$ cat config.mk
export PLATFORM = sky130hd
export DESIGN_NAME = regfile_sb
export DESIGN_NICKNAME = d
export VERILOG_FILES = /design/src/rtl/rv_pkg.sv /design/src/rtl/reg_bypass_mux.sv /design/src/rtl/regfile_sb.sv
export SDC_FILE = /design/constraint.sdc
export NUM_CORES = 2
export LEC_CHECK = 0
export CORE_ASPECT_RATIO = 1.75
export CORE_MARGIN = 2
export CORE_UTILIZATION = 45
export DETAILED_ROUTE_END_ITERATION = 6
export PLACE_DENSITY = 0.72
export SYNTH_ARGS = -nofsm -noshare
export SYNTH_HDL_FRONTEND = slang
export SYNTH_SLANG_ARGS = --single-unit
$ cat constraint.sdc
create_clock -name clk -period 6.4 [get_ports clk]
set_input_delay 0.64 -clock clk [delete_from_list [all_inputs] [get_ports clk]]
set_output_delay 0.64 -clock clk [all_outputs]
set_load 0.02 [all_outputs]
$ cat src/rtl/rv_pkg.sv
// Shared RISC-V integer pipeline definitions.
// Provides the data width, register address width, the x0 address and the
// writeback source encodings used by the writeback unit.
package rv_pkg;

    localparam int XLEN   = 32;
    localparam int REG_AW = 5;

    localparam logic [REG_AW-1:0] REG_ZERO = 5'd0;

    // Writeback source select, driven by the writeback unit.
    typedef enum logic [1:0] {
        WB_ALU = 2'd0,
        WB_MEM = 2'd1,
        WB_CSR = 2'd2,
        WB_PC4 = 2'd3
    } wb_src_t;

endpackage

$ cat src/rtl/reg_bypass_mux.sv
// One read port of the register file.
// Selects x0 / same-cycle writeback bypass / stored value, and reports whether
// the source still waits on an outstanding long-latency producer.
// Ports:
//   rs_addr     - source register address
//   stored_data - regs[rs_addr] from storage
//   pending     - pending[rs_addr] from the scoreboard
//   wen/waddr/wdata - writeback port of this cycle
//   rs_data     - read data (combinational)
//   busy        - source has a pending producer not retiring this cycle
module reg_bypass_mux
    import rv_pkg::*;
#(
    parameter int XLEN = 32,
    parameter int AW   = 5
) (
    input  logic [AW-1:0]   rs_addr,
    input  logic [XLEN-1:0] stored_data,
    input  logic            pending,
    input  logic            wen,
    input  logic [AW-1:0]   waddr,
    input  logic [XLEN-1:0] wdata,
    output logic [XLEN-1:0] rs_data,
    output logic            busy
);

    logic is_zero;
    logic wb_hit;

    assign is_zero = (rs_addr == AW'(REG_ZERO));
    assign wb_hit  = wen && (waddr == rs_addr);

    always_comb begin
        rs_data = stored_data;
        if (is_zero) begin
            rs_data = '0;
        end else if (wb_hit) begin
            rs_data = wdata;
        end
    end

    // A retiring write is bypassed to the reader, so it no longer stalls.
    assign busy = pending && !wb_hit;

endmodule

$ cat src/rtl/regfile_sb.sv
// Integer register file with pending-write scoreboard.
// Receives the writeback port, serves two combinational read ports to decode
// and raises a decode stall while a used source has an in-flight producer.
// Ports:
//   clk, rst_n             - clock, asynchronous active-low reset
//   wen, waddr, wdata      - writeback write port
//   rs1_addr/rs2_addr      - decode source addresses
//   rs1_used/rs2_used      - decoded instruction actually reads the source
//   rs1_data/rs2_data      - read data (combinational, write-first bypass)
//   sb_set, sb_addr        - mark destination of a long-latency producer
//   sb_flush               - clear all pending bits
//   rs1_busy/rs2_busy      - source waits on a pending producer
//   stall                  - decode must hold
module regfile_sb
    import rv_pkg::*;
#(
    parameter int XLEN = 32,
    parameter int NREG = 32,
    parameter int AW   = 5
) (
    input  logic            clk,
    input  logic            rst_n,
    input  logic            wen,
    input  logic [AW-1:0]   waddr,
    input  logic [XLEN-1:0] wdata,
    input  logic [AW-1:0]   rs1_addr,
    input  logic [AW-1:0]   rs2_addr,
    input  logic            rs1_used,
    input  logic            rs2_used,
    output logic [XLEN-1:0] rs1_data,
    output logic [XLEN-1:0] rs2_data,
    input  logic            sb_set,
    input  logic [AW-1:0]   sb_addr,
    input  logic            sb_flush,
    output logic            rs1_busy,
    output logic            rs2_busy,
    output logic            stall
);

    logic [XLEN-1:0] regs [NREG];
    logic [NREG-1:0] pending;
    logic [NREG-1:0] pending_next;
    logic [NREG-1:0] write_en;

    // Per-register write decode and scoreboard next state. Index 0 is tied
    // off so x0 is never written and never pending.
    for (genvar gi = 0; gi < NREG; gi++) begin : g_reg
        if (gi == 0) begin : g_zero
            assign write_en[gi]     = 1'b0;
            assign pending_next[gi] = 1'b0;
        end else begin : g_live
            logic set_hit;
            logic wb_hit;
            assign set_hit      = sb_set && (sb_addr == AW'(gi));
            assign wb_hit       = wen && (waddr == AW'(gi));
            assign write_en[gi] = wb_hit;
            // Flush wins, then a new producer beats a same-cycle retiring write.
            assign pending_next[gi] = sb_flush ? 1'b0 :
                                      set_hit  ? 1'b1 :
                                      wb_hit   ? 1'b0 :
                                                 pending[gi];
        end
    end

    always_ff @(posedge clk or negedge rst_n) begin
        if (!rst_n) begin
            for (int i = 0; i < NREG; i++) begin
                regs[i] <= '0;
            end
        end else begin
            for (int i = 0; i < NREG; i++) begin
                if (write_en[i]) begin
                    regs[i] <= wdata;
                end
            end
        end
    end

    always_ff @(posedge clk or negedge rst_n) begin
        if (!rst_n) begin
            pending <= '0;
        end else begin
            pending <= pending_next;
        end
    end

    reg_bypass_mux #(.XLEN(XLEN), .AW(AW)) u_rs1 (
        .rs_addr     (rs1_addr),
        .stored_data (regs[rs1_addr]),
        .pending     (pending[rs1_addr]),
        .wen         (wen),
        .waddr       (waddr),
        .wdata       (wdata),
        .rs_data     (rs1_data),
        .busy        (rs1_busy)
    );

    reg_bypass_mux #(.XLEN(XLEN), .AW(AW)) u_rs2 (
        .rs_addr     (rs2_addr),
        .stored_data (regs[rs2_addr]),
        .pending     (pending[rs2_addr]),
        .wen         (wen),
        .waddr       (waddr),
        .wdata       (wdata),
        .rs_data     (rs2_data),
        .busy        (rs2_busy)
    );

    assign stall = (rs1_busy && rs1_used) || (rs2_busy && rs2_used);

endmodule

* Word level (Yosys, flattened, before mapping)
Cells that the tools add are included.
Widths: inputs -> output; s select.
** Storage, ports and cells
- Flip-flop bits (word level) :: 1023
- Input port bits :: 59
- Output and inout bits :: 67
** Operators by class
- Magnitude comparators :: 4
- Equality and inequality tests :: 64
- Multiplexer cells :: 107
- Bitwise logic cells :: 2
- Reductions and logical operators :: 104
** Operators with widths (count)
- $bmux 32 s5 :: 2
- $mux 32 :: 8
- $eq 5x5->1 const B :: 32
- $mux 1 :: 95
- $reduce_bool 3->1 :: 31
- $eq 5x4->1 const B :: 16
- $logic_and 1x1->1 :: 68
- $eq 5x3->1 const B :: 8
- $eq 5x2->1 const B :: 4
- $ge 6x6->1 const B :: 2
- $lt 5x6->1 const B :: 2
- $not 5->6 :: 2
- $bmux 1 s5 :: 2
- $eq 5x1->1 const B :: 2
- $eq 5x5->1 :: 2
- $logic_not 5->1 :: 2
- $logic_not 1->1 :: 2
- $logic_or 1x1->1 :: 1

* Depth between registers and ports, before layout
- Depth after elaboration :: 6
- Mapped depth :: 10

* Cells and area by module
From an unflattened synthesis, not the netlist that was laid out.
** Unflattened totals
- Cells, all modules :: 4520
- Area, all modules :: 56546.7 um^2
** By module, submodules not included
- regfile_sb :: times used 1, cells an instance 4272, area each 55243.0 um^2, seq. area each 25599.6 um^2
- reg_bypass_mux :: times used 2, cells an instance 124, area each 651.9 um^2, seq. area each 0.0 um^2

* Worst setup path before layout
Ideal clock, no wire load.
- Path kind :: input to output
- From :: in rs2_addr[0]
- To :: out stall
- Data arrival time :: 2.734 ns
- Data required time :: 5.760 ns
- Slack :: 3.026 ns
- Stages :: 10
- Path buffers :: 5
- Path through :: buf_6 > buf_12 > buf_12 > buf_12 > buf_12 > mux2i_1 > o22ai_1 > nor3_1 > nor4_1 > a22o_1
** On the way
- Word-level cells in the longest chain between the ends :: 6
- Elaborated cells on any way between the ends :: 8
** RTL lines
- start, declared :: line regfile_sb.sv:27 : input logic [AW-1:0] rs2_addr,
- branches (longest 3 deep; another with $bmux 1 s5)
- $logic_and 1x1->1 * :: line reg_bypass_mux.sv:43 : assign busy = pending && !wb_hit;
- via rs2_busy :: line regfile_sb.sv:36 : output logic rs2_busy,
- $logic_and 1x1->1 * :: line regfile_sb.sv:109 : assign stall = (rs1_busy && rs1_used) || (rs2_busy && rs2_used);
- $logic_or 1x1->1 * :: line regfile_sb.sv:109
- end, declared :: line regfile_sb.sv:37 : output logic stall
Mark *: on every way through the listed nets, which the timed path passes. The select of a mux whose other input is x is not followed.

* Final worst setup path
- From :: in waddr[3]
- To :: out rs2_data[16]
** On the way
- Word-level cells in the longest chain between the ends :: 4
** RTL lines
- start, declared :: line regfile_sb.sv:24 : input logic [AW-1:0] waddr,
- $eq 5x5->1 :: line reg_bypass_mux.sv:31 : assign wb_hit = wen && (waddr == rs_addr);
- $logic_and 1x1->1 :: line reg_bypass_mux.sv:31
- $mux 32 :: line reg_bypass_mux.sv:37 : end else if (wb_hit) begin
- $mux 32 :: line reg_bypass_mux.sv:35 : if (is_zero) begin
- end, declared :: line regfile_sb.sv:31 : output logic [XLEN-1:0] rs2_data,
Every way passes these cells.

==> results.yml <==
timing:
  worst-slew-pin-transition_ps: 1345
  setup_tns_ps: 0
  timing.final.hold_violations: 0
  final-setup-viol-count: 0
  timing.final.ws_setup_ps: 1470
  worst_relative_slew_slack_pct: 10.04
  max_slew_violation_total_from_the_final_report: 0
  finalCriticalPeriod_ps: 4930
  achievable_freq_ghz: 0.2028
  final_min_period_over_clock_period_pct: 77.04
  finClkSkew_ps: 0
  rsz0062_at_grt: "no"
synth:
  main_combinational_cell_family_by_area_after_synthesis: "multiplexers"
  asyncSetResetFlopFracSynth_pct: 100.0
  number_of_flops_mapped_to_enable_cells_by_yosys: 0
  synth.distinct_cells: 50
  mappedNetlistArea_um2: 55630
  synthSimpleGateAreaFrac_pct: 2.708
  syn_nets: 3864
  synth_compound_area_share_pct: 5.185
  xor_and_xnor_fraction_of_the_mapped_netlist_area_pct: 0.1575
  synth_seq_area_share_pct: 46.02
  netlist_instances: 3805
  synth_warnings: 0
  post_synth_fa_ha_maj_area_fraction_pct: 0
  synth_top_flop_cell: "dfrtp_1"
  synthMuxAreaShare_pct: 42.09
  syn_area_per_cell_um2: 14.62
  yosys_register_bits: 1023
place:
  dp_hpwl_mm: 103.0
  post-place-cells: 5251
  dpl-instance-area_um2: 58100
  gp_congestion: 0.8897
  port_buffers: 125
  post-place-ws_ps: 1531
detailed_routing:
  drt_iter0_markers: 4296
  overall_via_count_from_detail_route: 37130
  drt.antenna.violating_nets: 0
  drt_pass1_iterations: 6
  route.final.wire_length_mm: 174.9
  avgViaCountPerCell: 6.819
  detail_route.wl_per_cell_um: 32.11
  drt_drc_violations_left: 0
layout:
  finalNonFillerCells: 5445
  mostFrequentLayoutCell: "mux2_2"
  final_net_count: 3781
  postLayoutCoreUtil_pct: 50.21
  design_area_um2: 61620
  highest_count_cells_in_the_layout_ignoring_fill_and_taps: "mux2_2, dfrtp_1, mux4_2, clkdlybuf4s50_1, clkbuf_16"
  area_growth_pct: 10.78
  post_route_cells_drive_above_1_share_pct: 48.95
floorplanning:
  core_area_um2: 122700
  horiz_die_dim_um: 269.8
  initial_core_util_pct: 45.32
  die_height_um: 469.1
  io_pins: 126
  fp.dieArea_um2: 126600
  row_count: 170
global_routing:
  grt_max_degree: 167
  grt_pass1_vias: 38530
  grt_antenna_before_repair: 7
  global_route_wire_length_before_repair_mm: 259.4
  total_grt_usage_pct: 27.64
  grt-ovfl-total: 0
setup_path:
  critical_path_arrival_ps: 4290
  endpoint_kind: "output port"
  timing.critical_path.required_ps: 5760
  critPathMaxFanout: 16
  crit_type: "in -> out"
  setup.reg_to_reg.worst_slack_ps: 5490
  startpoint_type: "input pin"
run_status:
  outcome: "finished clean"
clocking:
  cts_sinks: 1023
  post_cts_buffers: 0
  numCtsBuffers: 102
  cts_repair_resize_count: 0
  cts_tree: "built"
  path_clk_slew_ps: 60
  clock_path_buffers: 3
  clk_latency_ps: 710
  clock_tree.htree_level_count: 3
  clk_root_buffer_cell: "clkbuf_16"
power:
  powerDensity_nw_per_um2: 310.4
  peakVddDrop_mv: 0.2189
  leak_nw: 25.89
hold_path:
  worst_hold_path_type: "in -> async"
flow_run:
  max_cap_violations: 0
[per-layer routing]
metal	vias to the layer above	global-route usage, %	wire length, um	part of all wire [%]
li1	14550	-	-	-
met1	20060	35.08	65340	37
met2	1960	44.89	83610	48
met3	550	5.187	15050	8.6
met4	12	15.39	10590	6.1
met5	-	0.3383	265	0.15
[area by class of cell]
cell class / instances / area (um2)
Tap cell: 1634 / 2044
Timing Repair Buffer: 232 / 2292
Clock buffer: 154 / 3060
Sequential cell: 1023 / 25600
Fill cell: 10260 / 61110
Antenna cell: 3 / 7.507
Multi-Input combinational cell: 2344 / 28100
Inverter: 19 / 71.32
Clock inverter: 36 / 446.7
[synth_stat cells, types with 53 or more instances]
cell type / count / area (um2)
nor2_1: 103 / 386.6
mux2i_1: 73 / 730.7
mux4_2: 465 / 10470
clkbuf_1: 216 / 810.8
mux2_2: 1066 / 12000
o21ai_0: 53 / 265.3
a221oi_1: 62 / 543.0
dfrtp_1: 1023 / 25600
buf_2: 118 / 590.6
a21oi_1: 87 / 435.4
nor2b_1: 53 / 331.6
[final timing paths]
check,from,cells after the start,endpoint
min in group clk,regs[793]$_DFFE_PN0P_,1,regs[793]$_DFFE_PN0P_
min,rst_n,2,regs[221]$_DFFE_PN0P_
min reg2reg,regs[793]$_DFFE_PN0P_,1,regs[793]$_DFFE_PN0P_
max,waddr[3],7,rs2_data[16]
max in group asynchronous,rst_n,3,regs[416]$_DFFE_PN0P_
max reg2reg,pending[3]$_DFFE_PN0P_,3,pending[3]$_DFFE_PN0P_
[critical path, stage by stage]
cell	delay, ps
clkdlybuf4s50_1	780
xnor2_1	120
nand4_1	250
o21a_2	620
nand2b_1	400
o2111ai_1	730
clkdlybuf4s50_1	730
[through the flow]
stage | power, W | hold slack [ps]
floorplan | 0.01147 | 344.4
global placement | 0.01266 | 480.9
detailed placement | 0.01285 | 494.7
CTS | 0.01913 | 508.8
global route | 0.01982 | 532.2
finish | 0.01913 | 509.8
[where the power goes]
group	switching (W)	total [W]	internal, W
sequential	0.000920	0.00862	0.00770
combinational	0.00174	0.00418	0.00244
clock	0.00267	0.00633	0.00366
total	0.00532	0.0191	0.0138
[flip-flops by register name, indices dropped and copies added (netlist names)]
name     cells
regs       992
pending     31
[timing repair]
item / CTS / global route
hold buffers: 1 / 0
endpoints found under the hold margin: 64 / 0
endpoints found under the setup margin: 0 / 0
[cells by family (layout without fill, tap and decap cells)]
| family | count (synthesis) | count (layout) |
|---|---|---|
| muxes | 1622 | 1622 |
| DFF | 1023 | 1023 |
| buffers and inverters | 438 | 441 |
| AOI/OAI and AO/OA | 404 | 404 |
| and+or+nand+nor | 308 | 308 |
| xor gates and xnor gates | 10 | 10 |
| other | 0 | 3 |
Power figures use the tool's default switching activity.
